### src/rtl/pipe_skid_stage.sv
`default_nettype none
// ============================================================================
// Module   : pipe_skid_stage
// Purpose  : Generic inter-stage pipeline register (IF/ID, ID/EX, EX/MEM,
//            MEM/WB) using a valid/ready handshake and a 2-entry skid buffer.
//            in_ready is a flop, so downstream stalls never form a
//            combinational ready path back up the pipeline. One transfer per
//            cycle is sustained while the consumer keeps out_ready high.
//            flush inserts a bubble and overrides every other event.
// Revision : 1.0 - initial release
// ----------------------------------------------------------------------------
// Parameters:
//   WIDTH    payload width in bits (stage bundle packed by the instantiator)
//   CLR_VAL  value loaded into main and skid registers on reset and on flush
// Ports:
//   CLK        in   1      clock, rising edge
//   nRST       in   1      asynchronous active-low reset
//   flush      in   1      synchronous clear, highest priority
//   in_valid   in   1      upstream presents a payload
//   in_ready   out  1      stage can accept a payload (registered)
//   in_data    in   WIDTH  upstream payload
//   out_valid  out  1      downstream payload valid (registered)
//   out_ready  in   1      downstream accepts the payload
//   out_data   out  WIDTH  downstream payload, straight from the main register
// Optional (macro PIPE_SKID_STAGE_PERF_EN):
//   stall_cnt  out  32     cycles with out_valid & !out_ready (saturating)
//   flush_cnt  out  16     flushes that killed at least one entry (saturating)
//   full_cnt   out  32     cycles spent with both entries occupied (saturating)
// ============================================================================
module pipe_skid_stage #(
  parameter int               WIDTH   = 64,
  parameter logic [WIDTH-1:0] CLR_VAL = '0
) (
  input  logic             CLK,
  input  logic             nRST,
  input  logic             flush,
  input  logic             in_valid,
  output logic             in_ready,
  input  logic [WIDTH-1:0] in_data,
  output logic             out_valid,
  input  logic             out_ready,
  output logic [WIDTH-1:0] out_data
`ifdef PIPE_SKID_STAGE_PERF_EN
  ,
  output logic [31:0]      stall_cnt,
  output logic [15:0]      flush_cnt,
  output logic [31:0]      full_cnt
`endif
);

  // --------------------------------------------------------------------------
  // Occupancy encoding
  // --------------------------------------------------------------------------
  localparam logic [1:0] c_EMPTY = 2'd0;  // main invalid
  localparam logic [1:0] c_ONE   = 2'd1;  // main valid, skid empty
  localparam logic [1:0] c_FULL  = 2'd2;  // main and skid valid

  logic [1:0]       r_state;
  logic [WIDTH-1:0] r_main;
  logic [WIDTH-1:0] r_skid;
  logic             r_in_ready;
  logic             r_out_valid;

  logic             w_in_fire;
  logic             w_out_fire;
  logic [1:0]       w_state_nxt;
  logic [WIDTH-1:0] w_main_nxt;
  logic [WIDTH-1:0] w_skid_nxt;

  // Both fire terms use registered handshake outputs only, so neither
  // depends combinationally on the other side of the stage.
  assign w_in_fire  = in_valid & r_in_ready;
  assign w_out_fire = r_out_valid & out_ready;

  // --------------------------------------------------------------------------
  // Next-state and payload steering
  // --------------------------------------------------------------------------
  always_comb begin
    w_state_nxt = r_state;
    w_main_nxt  = r_main;
    w_skid_nxt  = r_skid;

    if (flush) begin
      // Bubble insertion: drop held entries and any same-cycle acceptance.
      w_state_nxt = c_EMPTY;
      w_main_nxt  = CLR_VAL;
      w_skid_nxt  = CLR_VAL;
    end else begin
      case (r_state)
        c_EMPTY: begin
          if (w_in_fire) begin
            w_state_nxt = c_ONE;
            w_main_nxt  = in_data;
          end
        end

        c_ONE: begin
          case ({w_in_fire, w_out_fire})
            2'b11: begin
              // Pass-through: new payload replaces the one being consumed.
              w_main_nxt = in_data;
            end
            2'b10: begin
              // Consumer stalled; park the new payload behind main.
              w_state_nxt = c_FULL;
              w_skid_nxt  = in_data;
            end
            2'b01: begin
              // main keeps its stale payload; out_valid marks it invalid.
              w_state_nxt = c_EMPTY;
            end
            default: begin
              w_state_nxt = c_ONE;
            end
          endcase
        end

        c_FULL: begin
          // in_ready is low here, so only the output side can move.
          if (w_out_fire) begin
            w_state_nxt = c_ONE;
            w_main_nxt  = r_skid;
          end
        end

        default: begin
          // Unreachable encoding: recover to a clean bubble.
          w_state_nxt = c_EMPTY;
          w_main_nxt  = CLR_VAL;
          w_skid_nxt  = CLR_VAL;
        end
      endcase
    end
  end

  // --------------------------------------------------------------------------
  // State and payload registers
  // --------------------------------------------------------------------------
  always_ff @(posedge CLK or negedge nRST) begin
    if (!nRST) begin
      r_state     <= c_EMPTY;
      r_main      <= CLR_VAL;
      r_skid      <= CLR_VAL;
      r_in_ready  <= 1'b1;
      r_out_valid <= 1'b0;
    end else begin
      r_state     <= w_state_nxt;
      r_main      <= w_main_nxt;
      r_skid      <= w_skid_nxt;
      // Handshake outputs are decoded from the next state so they are
      // plain flop outputs, with no logic between register and port.
      r_in_ready  <= (w_state_nxt != c_FULL);
      r_out_valid <= (w_state_nxt != c_EMPTY);
    end
  end

  assign in_ready  = r_in_ready;
  assign out_valid = r_out_valid;
  assign out_data  = r_main;

`ifdef PIPE_SKID_STAGE_PERF_EN
  // --------------------------------------------------------------------------
  // Performance counters: saturate at all-ones, cleared by nRST only.
  // --------------------------------------------------------------------------
  logic [31:0] r_stall_cnt;
  logic [15:0] r_flush_cnt;
  logic [31:0] r_full_cnt;

  logic        w_stall_evt;
  logic        w_kill_evt;
  logic        w_full_evt;

  assign w_stall_evt = r_out_valid & ~out_ready;
  assign w_kill_evt  = flush & (r_state != c_EMPTY);
  assign w_full_evt  = (r_state == c_FULL);

  always_ff @(posedge CLK or negedge nRST) begin
    if (!nRST) begin
      r_stall_cnt <= '0;
      r_flush_cnt <= '0;
      r_full_cnt  <= '0;
    end else begin
      if (w_stall_evt && (r_stall_cnt != '1)) begin
        r_stall_cnt <= r_stall_cnt + 32'd1;
      end
      if (w_kill_evt && (r_flush_cnt != '1)) begin
        r_flush_cnt <= r_flush_cnt + 16'd1;
      end
      if (w_full_evt && (r_full_cnt != '1)) begin
        r_full_cnt <= r_full_cnt + 32'd1;
      end
    end
  end

  assign stall_cnt = r_stall_cnt;
  assign flush_cnt = r_flush_cnt;
  assign full_cnt  = r_full_cnt;
`endif

endmodule
`default_nettype wire

### config.mk
export PLATFORM = sky130hd
export DESIGN_NAME = pipe_skid_stage
export DESIGN_NICKNAME = d
export VERILOG_FILES = /design/src/rtl/pipe_skid_stage.sv
export SDC_FILE = /design/constraint.sdc
export NUM_CORES = 1
export LEC_CHECK = 0
export BUFFER_PORTS_ARGS = -buffer_cell sky130_fd_sc_hd__buf_2
export CAP_MARGIN = 20
export CORE_ASPECT_RATIO = 1.75
export CORE_MARGIN = 3
export CORE_UTILIZATION = 49
export DETAILED_ROUTE_END_ITERATION = 7
export GPL_TIMING_DRIVEN = 0
export PLACE_DENSITY = 0.76
export SYNTH_ARGS = -nofsm -noshare
export SYNTH_HDL_FRONTEND = slang
export SYNTH_SLANG_ARGS = --single-unit
export TNS_END_PERCENT = 10
### constraint.sdc
create_clock -name CLK -period 1.4 [get_ports CLK]
set_input_delay 0.28 -clock CLK [delete_from_list [all_inputs] [get_ports CLK]]
set_output_delay 0.28 -clock CLK [all_outputs]
set_load 0.1 [all_outputs]
==> results_dict.tcl <==
set metrics [dict create \
    status "complete, but fails checks" \
    violations "negative setup slack" \
    fp-row-count 53 \
    skew_ns 0.00560 \
    synth_seq_cells 132 \
    synth_top_area_cell "dfrtp_1" \
    finalWorstSetupSlack_ns -0.331 \
    place_inst 833 \
    ys_dominant_reg_cell "dfrtp_1" \
    drive_above_1_share_pct 42.3 \
    cts_buffer_depth 2 \
    cts_tree "yes" \
    diodes 0 \
    die_h_um 155 \
    vdd_drop_max_v 0.00113 \
    p_leak_nw 3.87 \
    slew_viol_final 0 \
    critPathLaunchType "flop" \
    drv_cap 0 \
    area_delta_synth_final_pct 34.8 \
    total_power_mw 13.3 \
    synthTopCellsByArea "dfrtp_1 53%, a211oi_2 12%, a21oi_1 10%" \
    ctsRootBufferMaster "clkbuf_16" \
    slew_headroom_pct 48.5 \
    timing.rr.start "in_ready" \
    critPathMaxFanout 10 \
    yosys.area.top_type_share_pct 52.9 \
    num_io_pins 135 \
    place_congestion 0.826 \
    ctsHtreeMaxLevel 4 \
    period_needed_ns 1.73 \
    die_w_um 91.0 \
    grt_pass1_wl_mm 27.0 \
    drc 0 \
    ys_warn_count 0 \
    grt_pass1_vias 5332 \
    synth_edf_count 0 \
    crit_path_end_kind "flop" \
    rsz0062_at_grt "true" \
    critical_path_class "reg -> reg" \
    syn_area_per_cell_um2 11.6 \
    synth_top_cells_by_count "131 x dfrtp_1, 129 x a21oi_1, 64 x a22o_1, 64 x nor2b_1, 60 x a211oi_2" \
    vias_per_cell 5.71 \
    cts_num_sinks 132 \
    die_area_mm2 0.0141 \
    synth_nets 604 \
    synth_seq_area_share_pct 53.4 \
    cp.required_ns 1.69 \
    drt_iter0_drc 185 \
    worstHoldStart "in_data[55]" \
    initial_core_util_pct 50.7 \
    pwr_density_cell_mw_per_mm2 1600 \
    hold_viol_final 0 \
    max_freq_ghz 0.578 \
    fin_crit_sh_pct 124 \
    io_buffers 133 \
    drtAntennaViolNets 0 \
    syn_inst 534 \
    arrival_ns 2.03 \
    synth.distinct_cells 28 \
    dpl_cell_area_mm2 0.00717 \
    cts.reportedPaths.clkPinSlew_ns 0.06 \
    core_area_mm2 0.0122 \
    worst_pin_slew_ns 0.773 \
    grt_max_degree 98 \
    synth.most_common_cell "dfrtp_1" \
    hp-class "in -> reg" \
    setup_viol 130 \
    grt_usage_pct 24.1 \
    synth_area_mm2 0.00619 \
    cts_inserted_buffers 17 \
    overflow 0 \
    fin_cells 883 \
    wire_per_inst_um 19.3 \
    startpoint "in_ready" \
    dr_total_vias 5045 \
    dp_hpwl_mm 11.4 \
    first_pass_iters 5 \
    fin_nets 775 \
    fin_area_mm2 0.00835 \
    antenna_found_initial 1 \
    async_flop_share_pct 100 \
    insertion_delay_ns 0.41 \
    postRouteWirelength_mm 17.1 \
]
-- path summary, 6_finish.rpt --
kind	endpoint	slack [ns]	cells after the start
setup reg to reg	r_skid[31]	-0.33	8
hold / removal	r_skid[55]	0.09	2
max in group asynchronous	out_valid	0.19	3
min in group asynchronous	out_data[30]	0.33	2
setup / recovery	r_skid[31]	-0.33	8
hold reg to reg	r_skid[28]	0.51	1
-- power by group --
group / total, mW / internal (mW) / switching [mW] / leakage, nW
clock: 4.40 / 2.71 / 1.69 / 0.278
sequential: 4.42 / 4.17 / 0.249 / 1.77
combinational: 4.52 / 1.35 / 3.17 / 1.82
total: 13.3 / 8.23 / 5.11 / 3.87
-- state kept, by name, indices dropped and copies added (netlist names) --
register and flops:
out_valid 1, r_state 2, in_ready 1, r_skid 64, out_data 64
-- final cells by class --
class                      count  area, um2
tap                          165        206
fill                         953       3850
sequential                   132       3310
clock buffer                  20        457
buffer                        55        482
inverter                       1       6.26
clock inverter                12        131
multi-input combinational    344       2610
timing repair buffer         154       1140
-- kinds of logic after synthesis --
family	synth area share [%]
AO/OA/AOI/OAI	32.9
adder cells (fa/ha/maj)	0.202
buffers and inverters	5.54
flip-flops	53.4
multiplexers	0.182
AND/OR/NAND/NOR	7.78
-- stage by stage --
step	hold slack (ns)	setup TNS, ns	util, %	setup slack, ns
finish	0.0939	-36.53	68.4	-0.331
global placement	0.488	-255.86	58.5	-2.07
detailed placement	0.202	-45.04	58.8	-0.480
global route	0.0837	-42.26	68.4	-0.375
CTS	0.0807	-32.34	66.3	-0.300
floorplan	-0.0156	-46.50	-	-0.391
-- critical path, stage by stage, from the launching register on --
cell,delay (ns)
dfstp_4,0.63
nand2_4,0.06
inv_4,0.08
ha_4,0.14
o21a_1,0.16
nor2_4,0.06
buf_6,0.13
buf_6,0.13
a22o_1,0.23
-- routing by layer --
layer  global-route usage, %  wire, um
met2                    43.8      9280
met5                       0         7
met3                    5.55       784
met1                    27.3      6520
met4                    9.14       480
-- cell usage in the layout (no fill, tap or decap), drive strengths merged, types with 2 or more instances in the layout --
cell type    n
buf        194
dfrtp      131
a21oi      129
nor2b       65
a22o        64
a211oi      64
clkbuf      34
clkinv       6
nand2        5
clkinvlp     4
nor2         4
o21a         2
bufinv       2
-- what timing repair did --
item	CTS	global route
cloned	1	3
hold buffers	1	0
endpoints found under the hold margin	34	0
endpoints found under the setup margin	196	136
setup buffers	8	7
resized for setup	97	37
pin swaps	34	5
Power figures use the tool's default switching activity.
